==> src/rtl/dcsk_correlator.sv <==
// DCSK integrate-and-dump correlator.
// Sums SF consecutive valid reference*data products into one correlation
// value and makes the hard bit decision from the sign of the completed sum.
module dcsk_correlator #(
  parameter int WORD_LEN = 8,
  parameter int SF       = 16,
  parameter int ACC_LEN  = 2*WORD_LEN + $clog2(SF) + 1
) (
  input  logic                       i_clk,
  input  logic                       i_rst,
  input  logic                       i_valid,
  input  logic signed [2*WORD_LEN-1:0] i_product,
  input  logic                       i_clear,
  output logic signed [ACC_LEN-1:0]  o_acc,
  output logic                       o_bit,
  output logic                       o_valid,
  output logic                       o_busy
);

  localparam int PROD_LEN = 2*WORD_LEN;
  localparam int CNT_W    = $clog2(SF);
  localparam logic [CNT_W-1:0] LAST_CNT = CNT_W'(SF - 1);

  typedef enum logic {
    IDLE  = 1'b0,
    ACCUM = 1'b1
  } state_t;

  state_t                     state;
  logic signed [ACC_LEN-1:0]  acc;
  logic        [CNT_W-1:0]    cnt;
  logic signed [ACC_LEN-1:0]  prod_ext;
  logic signed [ACC_LEN-1:0]  sum;

  // Sign-extend the product to the accumulator width and form the running sum.
  assign prod_ext = {{(ACC_LEN-PROD_LEN){i_product[PROD_LEN-1]}}, i_product};
  assign sum      = acc + prod_ext;

  // Busy reflects the registered state, so it drops the cycle after a dump or clear.
  assign o_busy = (state == ACCUM);

  // Symbol state machine: accumulate, dump on the SF-th product, abort on clear.
  // NOTE: every register here uses non-blocking assignment so all updates see
  // the pre-edge values of acc/cnt/state, exactly as the hardware flops do.
  always_ff @(posedge i_clk or posedge i_rst) begin
    if (i_rst) begin
      state   <= IDLE;
      acc     <= '0;
      cnt     <= '0;
      o_acc   <= '0;
      o_bit   <= 1'b0;
      o_valid <= 1'b0;
    end else begin
      o_valid <= 1'b0;
      if (i_clear) begin
        // Abort drops the partial symbol and this cycle's product; outputs hold.
        acc   <= '0;
        cnt   <= '0;
        state <= IDLE;
      end else if (i_valid) begin
        case (state)
          IDLE: begin
            acc   <= prod_ext;
            cnt   <= CNT_W'(1);
            state <= ACCUM;
          end
          ACCUM: begin
            if (cnt == LAST_CNT) begin
              o_acc   <= sum;
              o_bit   <= ~sum[ACC_LEN-1];
              o_valid <= 1'b1;
              acc     <= '0;
              cnt     <= '0;
              state   <= IDLE;
            end else begin
              acc <= sum;
              cnt <= cnt + CNT_W'(1);
            end
          end
          default: begin
            acc   <= '0;
            cnt   <= '0;
            state <= IDLE;
          end
        endcase
      end
    end
  end

endmodule

==> config.mk <==
export PLATFORM = sky130hd
export DESIGN_NAME = dcsk_correlator
export DESIGN_NICKNAME = d
export VERILOG_FILES = /design/src/rtl/dcsk_correlator.sv
export SDC_FILE = /design/constraint.sdc
export NUM_CORES = 1
export LEC_CHECK = 0
export CAP_MARGIN = 10
export CORE_ASPECT_RATIO = 2
export CORE_UTILIZATION = 55
export CTS_CLUSTER_DIAMETER = 100
export DETAILED_ROUTE_END_ITERATION = 10
export PLACE_DENSITY_LB_ADDON = 0.2
export SYNTH_ARGS = -nofsm -noshare
export SYNTH_HDL_FRONTEND = slang
export SYNTH_SLANG_ARGS = --single-unit
==> constraint.sdc <==
create_clock -name i_clk -period 2.79 [get_ports i_clk]
set_clock_uncertainty 0.05 [all_clocks]
set_input_delay 0.558 -clock i_clk [delete_from_list [all_inputs] [get_ports i_clk]]
set_output_delay 0.558 -clock i_clk [all_outputs]
set_load 0.01 [all_outputs]
* Yosys cells after proc, flatten, opt, wreduce, memory -nomap -nowiden
Index checks and enable logic that the tools add are counted.
** Storage, ports and cells
- Input port bits :: 20
- Output and inout bits :: 24
- Logic and storage cells :: 30
- Memory bits (writable) :: 0
- Register bits :: 49
- Bits in read-only memories :: 0
- Memories kept :: 0
- Bits in latches :: 0
** Cells by class
- $add $sub $neg :: 2
- $mul :: 0
- Equality and inequality tests :: 1
- Reductions and logical operators :: 2
- Order comparisons :: 0
- Div/mod/pow operators :: 0
- Multiplexer cells :: 16
- Shift-type cells :: 0
- Bitwise gates (word level) :: 3
** Operator list (number)
- $mux W21 :: 3
- $pmux W21 S2 :: 1
- $add A21 B16 Y21 :: 1
- $mux W4 :: 3
- $pmux W4 S2 :: 1
- $mux W1 :: 7
- $add A4 B1 Y4 const B :: 1
- $eq A4 B4 Y1 const B :: 1
- $reduce_and A4 Y1 :: 1
- $not A1 Y1 :: 3
- $pmux W1 S2 :: 1
- $reduce_bool A2 Y1 :: 1

* Logic depth before layout (Yosys ltp)
Gate-level depths: netlist (run 1).
- Depth after elaboration :: 5
- Gate-level depth with buffers :: 10
- Depth with buffers taken out :: 10

* Worst setup path before layout (run 1)
OpenSTA, ideal clock, no wires.
- Path kind :: input to register
- Start point :: input i_product[0]
- End point :: register acc[20]
- Stages on the path :: 10
- Buffers on the path :: 0
- Library setup time :: 69 ps
- Required time :: 2671 ps
- Arrival time :: 2541 ps
- Setup slack :: 130 ps
- Path through :: ha_1 > inv_1 > fa_1 > and2b_1 > o211ai_2 > a311oi_2 > a21oi_1 > o21a_1 > or3_1 > nand3_1
** Between the ends
- Cells in the longest elaborated chain, start to end :: 5
** RTL lines
- from (decl) :: RTL line 12 : input logic signed [2*WORD_LEN-1:0] i_product,
- $add A21 B16 Y21 :: RTL line 37 : assign sum = acc + prod_ext;
- $mux W21 :: RTL line 68 : if (cnt == LAST_CNT) begin
- $pmux W21 S2 :: RTL line 61 : case (state)
- $mux W21 :: RTL line 60 : end else if (i_valid) begin
- $mux W21 :: RTL line 55 : if (i_clear) begin
- to (signal assigned) :: RTL line 63 : acc <= prod_ext;
- to (signal assigned) :: RTL line 76 : acc <= sum;
- to (decl) :: RTL line 30 : logic signed [ACC_LEN-1:0] acc;
No other way between the ends. The select of a mux whose other input is x is not followed.
A chain may end at the register's enable or synchronous reset.

* Worst setup path after layout (run 1)
Ends and elaborated chain as after synthesis.

==> results.sh, run 1 <==
export IMPL_outcome="complete, no violations"
export IMPL_grt_first_pass_wirelength_um=12800
export IMPL_finalCriticalPeriod_ns=2.69
export IMPL_seq_area_frac_synth=0.404
export IMPL_portBuffers=43
export IMPL_dpl_cell_area_um2=3830
export IMPL_h_tree_depth=2
export IMPL_cp_arrival_ns=2.89
export IMPL_crit_fanout=4
export IMPL_p_per_area_nw_per_um2=457
export IMPL_dp_hpwl_um=5910
export IMPL_first_pass_iters=4
export IMPL_post_place_ws_ns=-0.573
export IMPL_grt_overflow=0
export IMPL_hold_ws_ns=0.434
export IMPL_wl_per_cell_um=17.1
export IMPL_final_core_util=0.765
export IMPL_antenna_cells=0
export IMPL_drt_iter0_drc=98
export IMPL_p_leak_nw=1.97
export IMPL_syn_avg_cell_area_um2=9.00
export IMPL_synth_flop_cell="dfrtp_1"
export IMPL_yosys_register_bits=49
export IMPL_netlist_instances=337
export IMPL_final_hold_violation_count=0
export IMPL_yosys_warnings=0
export IMPL_cts_sinks=49
export IMPL_maxUsedRoutingLayer="met4"
export IMPL_coreArea_um2=5230
export IMPL_rows=37
export IMPL_cp_start_kind="primary input"
export IMPL_drc=0
export IMPL_final_max_slew_viol_count=0
export IMPL_met1_length_um=3010
export IMPL_gp_congestion=0.880
export IMPL_die_area_um2=5830
export IMPL_route_vias_total=2856
export IMPL_routed_wl_um=8250
export IMPL_viasPerCell=5.91
export IMPL_cts_tree="done"
export IMPL_synth_cell_types=48
export IMPL_insertion_delay_ns=0.32
export IMPL_fp_dieW_um=54.5
export IMPL_drive_above_1_share=0.191
export IMPL_grt_start_max_net_pins=28
export IMPL_die_height_um=107
export IMPL_area_delta_synth_final_pct=32.0
export IMPL_worstPathRequired_ns=2.99
export IMPL_cts_made_buffers=5
export IMPL_grt_antenna_before_repair=0
export IMPL_fmax_mhz=372
export IMPL_path_clk_slew_ns=0.09
export IMPL_met3WireLength_um=336
export IMPL_cts_root_buf="clkbuf_8"
export IMPL_relSlewSlack=0.166
export IMPL_ios=44
export IMPL_start_util=0.580
export IMPL_routed_wl_met2_um=4620
export IMPL_fin_area_um2=4000
export IMPL_worstHoldPathType="reg2reg"
export IMPL_grt_usage=0.309
export IMPL_worst_slack_ns=0.103
export IMPL_synthesis_area_um2=3030
export IMPL_clock_path_buffers=2
export IMPL_synth_edf_count=0
export IMPL_worst_setup_path_end_kind="flop"
export IMPL_postRouteAntennaNets=0
export IMPL_finalSetupViolCount=0
export IMPL_grt_pass1_vias=2859
export IMPL_fin_setup_tns_ns=0
export IMPL_hold_buffers=0
export IMPL_async_flop_share=1.00
export IMPL_ir_worst_vdd_uv=580
export IMPL_worst_pin_slew_ns=1.25
export IMPL_worstSetupPathType="in2reg"
export IMPL_nets=466
export IMPL_syn_num_nets=379
export IMPL_timing_final_crit_share=0.963
export IMPL_drv_cap=0
-- placed cells by master (no fill, tap or decap), types with 2 or more instances in the layout --
cell and instances:
buf_4 50, dfrtp_1 49, nand2_1 45, clkdlybuf4s50_1 41
nor2_1 25, a21oi_1 23, o21ai_0 22, ha_1 20
nand3_1 18, inv_1 13, a21o_1 10, xor2_1 9
xnor2_1 9, a22oi_1 7, clkbuf_8 7, o21a_1 5
or3_1 5, o221ai_1 4, mux2_2 4, a21oi_2 4
a211oi_1 4, and3_1 3, nor2b_1 3, a31o_2 3
a22o_1 3, nand4_1 2, o211ai_1 2, a211o_1 2
o22ai_1 2, nand2b_1 2, inv_2 2, a222oi_1 2
-- cell families after synthesis --
| kind of cell | count (synthesis) | share of synthesized area |
|---|---|---|
| mux | 5 | 0.0182 |
| buf+inv | 28 | 0.0359 |
| compound gates | 103 | 0.227 |
| simple gates | 111 | 0.166 |
| flops | 49 | 0.404 |
| fa+ha+maj | 22 | 0.0932 |
| xor+xnor | 19 | 0.0549 |
-- critical path, stage by stage --
cell and delay (ns):
clkdlybuf4s15_1 0.19, ha_2 0.18, inv_1 0.05, fa_2 0.34
and2b_1 0.24, o211ai_2 0.12, a311oi_2 0.28, buf_4 0.17
a21oi_4 0.06, o21a_1 0.23, or3_1 0.38, nand3_1 0.08
-- metrics by stage --
stage	cells	power, W
floorplan	337	0.00112
global placement	471	0.00132
detailed placement	471	0.00133
CTS	481	0.00182
global route	483	0.00191
finish	483	0.00183
-- synth_stat cells (4+ instances only) --
library cell	count	area share
o21a_1	5	0.012
xor2_1	9	0.026
nand2_1	45	0.056
mux2_2	4	0.015
a21o_1	10	0.025
nor2_1	25	0.031
dfrtp_1	49	0.40
a22oi_1	7	0.017
or3_1	5	0.010
inv_1	15	0.019
a21oi_1	26	0.043
a211oi_1	4	0.0099
o21ai_0	23	0.038
o221ai_1	4	0.012
clkbuf_1	10	0.012
ha_1	21	0.087
xnor2_1	10	0.029
nand3_1	18	0.030
-- report_power, final --
group | internal [W] | switching [W] | leakage (nW)
Sequential | 0.000743 | 0.0000206 | 0.665
Combinational | 0.000277 | 0.000313 | 1.25
Clock | 0.000225 | 0.000250 | 0.0542
Total | 0.00124 | 0.000584 | 1.97
-- worst paths after layout --
check                                     startpoint  slack [ns]                    to  depth (start not counted)
max in group asynchronous                      i_rst        1.47  o_acc[9]$_DFFE_PP0P_                          3
min in group asynchronous                      i_rst        0.59  o_acc[1]$_DFFE_PP0P_                          2
worst min-delay path            o_acc[0]$_DFFE_PP0P_        0.43  o_acc[0]$_DFFE_PP0P_                          2
worst min register to register  o_acc[0]$_DFFE_PP0P_        0.43  o_acc[0]$_DFFE_PP0P_                          2
worst max register to register    acc[0]$_DFFE_PP0P_        0.17   acc[20]$_DFFE_PP0P_                         11
worst max-delay path                    i_product[0]        0.10   acc[20]$_DFFE_PP0P_                         12
-- cell type report --
cell class,count,area [µm²]
Timing Repair Buffer,93,805
Inverter,15,56.3
Tap cell,58,72.6
Fill cell,387,1230
Multi-Input combinational cell,260,1740
Clock buffer,7,96.3
Clock inverter,1,5.00
Sequential cell,49,1230
-- registers in the layout, indices dropped and copies added (netlist names) --
name	cells
acc	21
cnt	4
o_acc	21
o_bit	1
o_busy	1
o_valid	1
-- what timing repair did --
action / CTS / global route
endpoints found under the hold margin: 0 / 0
pin swaps: 8 / 5
endpoints found under the setup margin: 14 / 6
resized for setup: 9 / 5
setup buffers: 2 / 2
cloned: 0 / 0
-- per-layer routing --
layer	GRT usage	up-vias
li1	-	1386
met1	0.316	1359
met2	0.555	92
met3	0.0511	19
met4	0.159	0
met5	0	-
Note: power is estimated with default switching activity, not from simulation.
==> run 2: changes to the inputs <==
--- a/config.mk
+++ b/config.mk
@@ -7,7 +7,7 @@
 export LEC_CHECK = 0
 export CAP_MARGIN = 10
 export CORE_ASPECT_RATIO = 2
-export CORE_UTILIZATION = 55
+export CORE_UTILIZATION = 45
 export CTS_CLUSTER_DIAMETER = 100
 export DETAILED_ROUTE_END_ITERATION = 10
 export PLACE_DENSITY_LB_ADDON = 0.2
==> run 2 against run 1 <==
Net effect:
- combinational power decreased by 3%
- cell count grew 5.2%
- sequential share of layout area decreased by 0.076 points
- sequential power about the same
- via count fell by 3.5%
- worst setup slack improved by 0.019 ns
- largest power group unchanged
- largest cell class unchanged
- maximum frequency rose by 0.71%
==> results.sh, run 2 (synthesized netlist as in run 1, its figures left out) <==
export IMPL_relSlewSlack=0.164
export IMPL_p_per_area_nw_per_um2=483
export IMPL_whs_endpoint="o_acc[1]$_DFFE_PP0P_"
export IMPL_worstPathRequired_ns=2.91
export IMPL_crit_fanout=5
export IMPL_start_util=0.462
export IMPL_drv_cap=0
export IMPL_timing_final_crit_share=0.956
export IMPL_fp_dieW_um=60.1
export IMPL_drc=0
export IMPL_rows=42
export IMPL_final_max_slew_viol_count=0
export IMPL_cts_root_buf="clkbuf_16"
export IMPL_crit_top_cell="a21oi_1"
export IMPL_crit_buf_inv=1
export IMPL_crit_path_top_delay_cell="clkdlybuf4s50_1"
export IMPL_ios=44
export IMPL_reg2reg_depth=10
export IMPL_cts_tree="done"
export IMPL_dp_hpwl_um=6110
export IMPL_multiInputGateArea_um2=1720
export IMPL_first_pass_iters=4
export IMPL_route_vias_total=2755
export IMPL_fill_cells=614
export IMPL_worst_setup_path_end_kind="flop"
export IMPL_cp_cell_sequence="clkdlybuf4s50_1, ha_1, a211o_1, a31o_2, a21oi_1, a21oi_2, a21oi_1, xor2_1, o21ai_0"
export IMPL_gp_congestion=0.918
export IMPL_ir_worst_vdd_uv=479
export IMPL_critical_path_max_stage_delay_ns=0.44
export IMPL_final_core_util=0.611
export IMPL_final_cell_mix="49 x dfrtp_1, 45 x nand2_1, 45 x buf_4, 41 x clkdlybuf4s50_1, 25 x nor2_1"
export IMPL_ff_latch_area_um2=1230
export IMPL_post_place_ws_ns=-0.628
export IMPL_nets=461
export IMPL_antenna_cells=0
export IMPL_grt_antenna_before_repair=0
export IMPL_p_leak_nw=1.96
export IMPL_final_common_cell="dfrtp_1"
export IMPL_worst_pin_slew_ns=1.25
export IMPL_fin_area_um2=4010
export IMPL_cts_made_buffers=5
export IMPL_outcome="complete, no violations"
export IMPL_grt_overflow=0
export IMPL_hp_start="o_acc[1]$_DFFE_PP0P_"
export IMPL_viasPerCell=5.42
export IMPL_drt_iter0_drc=85
export IMPL_cp_arrival_ns=2.79
export IMPL_finalCriticalPeriod_ns=2.67
export IMPL_drive_above_1_share=0.176
export IMPL_portBuffers=43
export IMPL_routed_wl_um=8020
export IMPL_cp_start_kind="primary input"
export IMPL_grt_pass1_vias=2869
export IMPL_postRouteAntennaNets=0
export IMPL_dpl_cell_area_um2=3840
export IMPL_rrSetupSlack_ns=0.16
export IMPL_grt_start_max_net_pins=20
export IMPL_finalSetupViolCount=0
export IMPL_grt_first_pass_wirelength_um=13200
export IMPL_cp_top_family="compound AO/OA/AOI/OAI gates"
export IMPL_top_regs="acc x21, o_acc x21, cnt x4"
export IMPL_cts_sinks=49
export IMPL_clock_path_buffers=2
export IMPL_h_tree_depth=2
export IMPL_totalPowerFinal_w=0.00194
export IMPL_die_height_um=118
export IMPL_worst_slack_ns=0.122
export IMPL_regToRegStartpoint="acc[0]$_DFFE_PP0P_"
export IMPL_hold_path_depth=2
export IMPL_area_delta_synth_final_pct=32.3
export IMPL_fmax_mhz=375
export IMPL_coreArea_um2=6570
export IMPL_worstHoldPathType="reg2reg"
export IMPL_final_hold_violation_count=0
export IMPL_worstSetupPathType="in2reg"
export IMPL_path_clk_slew_ns=0.07
export IMPL_die_area_um2=7090
export IMPL_fin_setup_tns_ns=0
export IMPL_insertion_delay_ns=0.29
export IMPL_grt_usage=0.250
export IMPL_wl_per_cell_um=15.8
export IMPL_worstReg2RegEnd="acc[8]$_DFFE_PP0P_"
-- run 2: how the worst max path moves through the flow --
stage	start	endpoint	slack (ns)	cells after the start
CTS	i_product[0]	acc[8]$_DFFE_PP0P_	0.03	11
floorplan	i_product[0]	acc[20]$_DFFE_PP0P_	0.13	10
detailed placement	i_product[0]	acc[20]$_DFFE_PP0P_	-0.63	11
finish	i_product[8]	o_acc[19]$_DFFE_PP0P_	0.12	9
global placement	i_product[0]	acc[20]$_DFFE_PP0P_	-0.58	11
global route	i_product[4]	acc[13]$_DFFE_PP0P_	-0.03	9
-- run 2: per-layer routing --
metal	wire (µm)	vias to the layer above	part of all wire	global-route usage
li1	-	1367	-	-
met1	3050	1328	0.38	0.279
met2	4560	43	0.57	0.444
met3	165	17	0.021	0.0341
met4	242	0	0.030	0.115
met5	0	-	0	0
-- run 2: worst register-to-register path: stages (launching register included) --
cell and delay (ns):
dfrtp_1 0.35, ha_2 0.18, inv_1 0.05, fa_2 0.35, and2b_1 0.25, o211ai_2 0.10
a311oi_2 0.36, and2b_2 0.30, xnor2_2 0.15, a222oi_1 0.31, inv_1 0.07
-- run 2: area by class of cell --
class / count / area share
timing repair buffer: 88 / 0.190
inverter: 15 / 0.0140
sequential: 49 / 0.306
tap: 88 / 0.0274
multi-input combinational: 260 / 0.428
clock buffer: 6 / 0.0321
clock inverter: 2 / 0.00249
-- run 2: power by group --
group / internal [W] / switching [W] / leakage [nW]
clock: 0.000330 / 0.000269 / 0.0706
combinational: 0.000270 / 0.000305 / 1.22
sequential: 0.000744 / 0.0000201 / 0.665
total: 0.00134 / 0.000594 / 1.96
-- run 2: timing repair --
item / CTS / global route
pin swaps: 5 / 5
resized for setup: 10 / 2
endpoints found under the setup margin: 15 / 12
hold buffers: 0 / 0
buffers inserted: 2 / 0
-- run 2: metrics by stage --
stage	std cells	hold WS, ns
detailed placement	498	0.416
floorplan	337	0.411
global placement	498	0.411
finish	508	0.429
global route	508	0.444
CTS	508	0.433
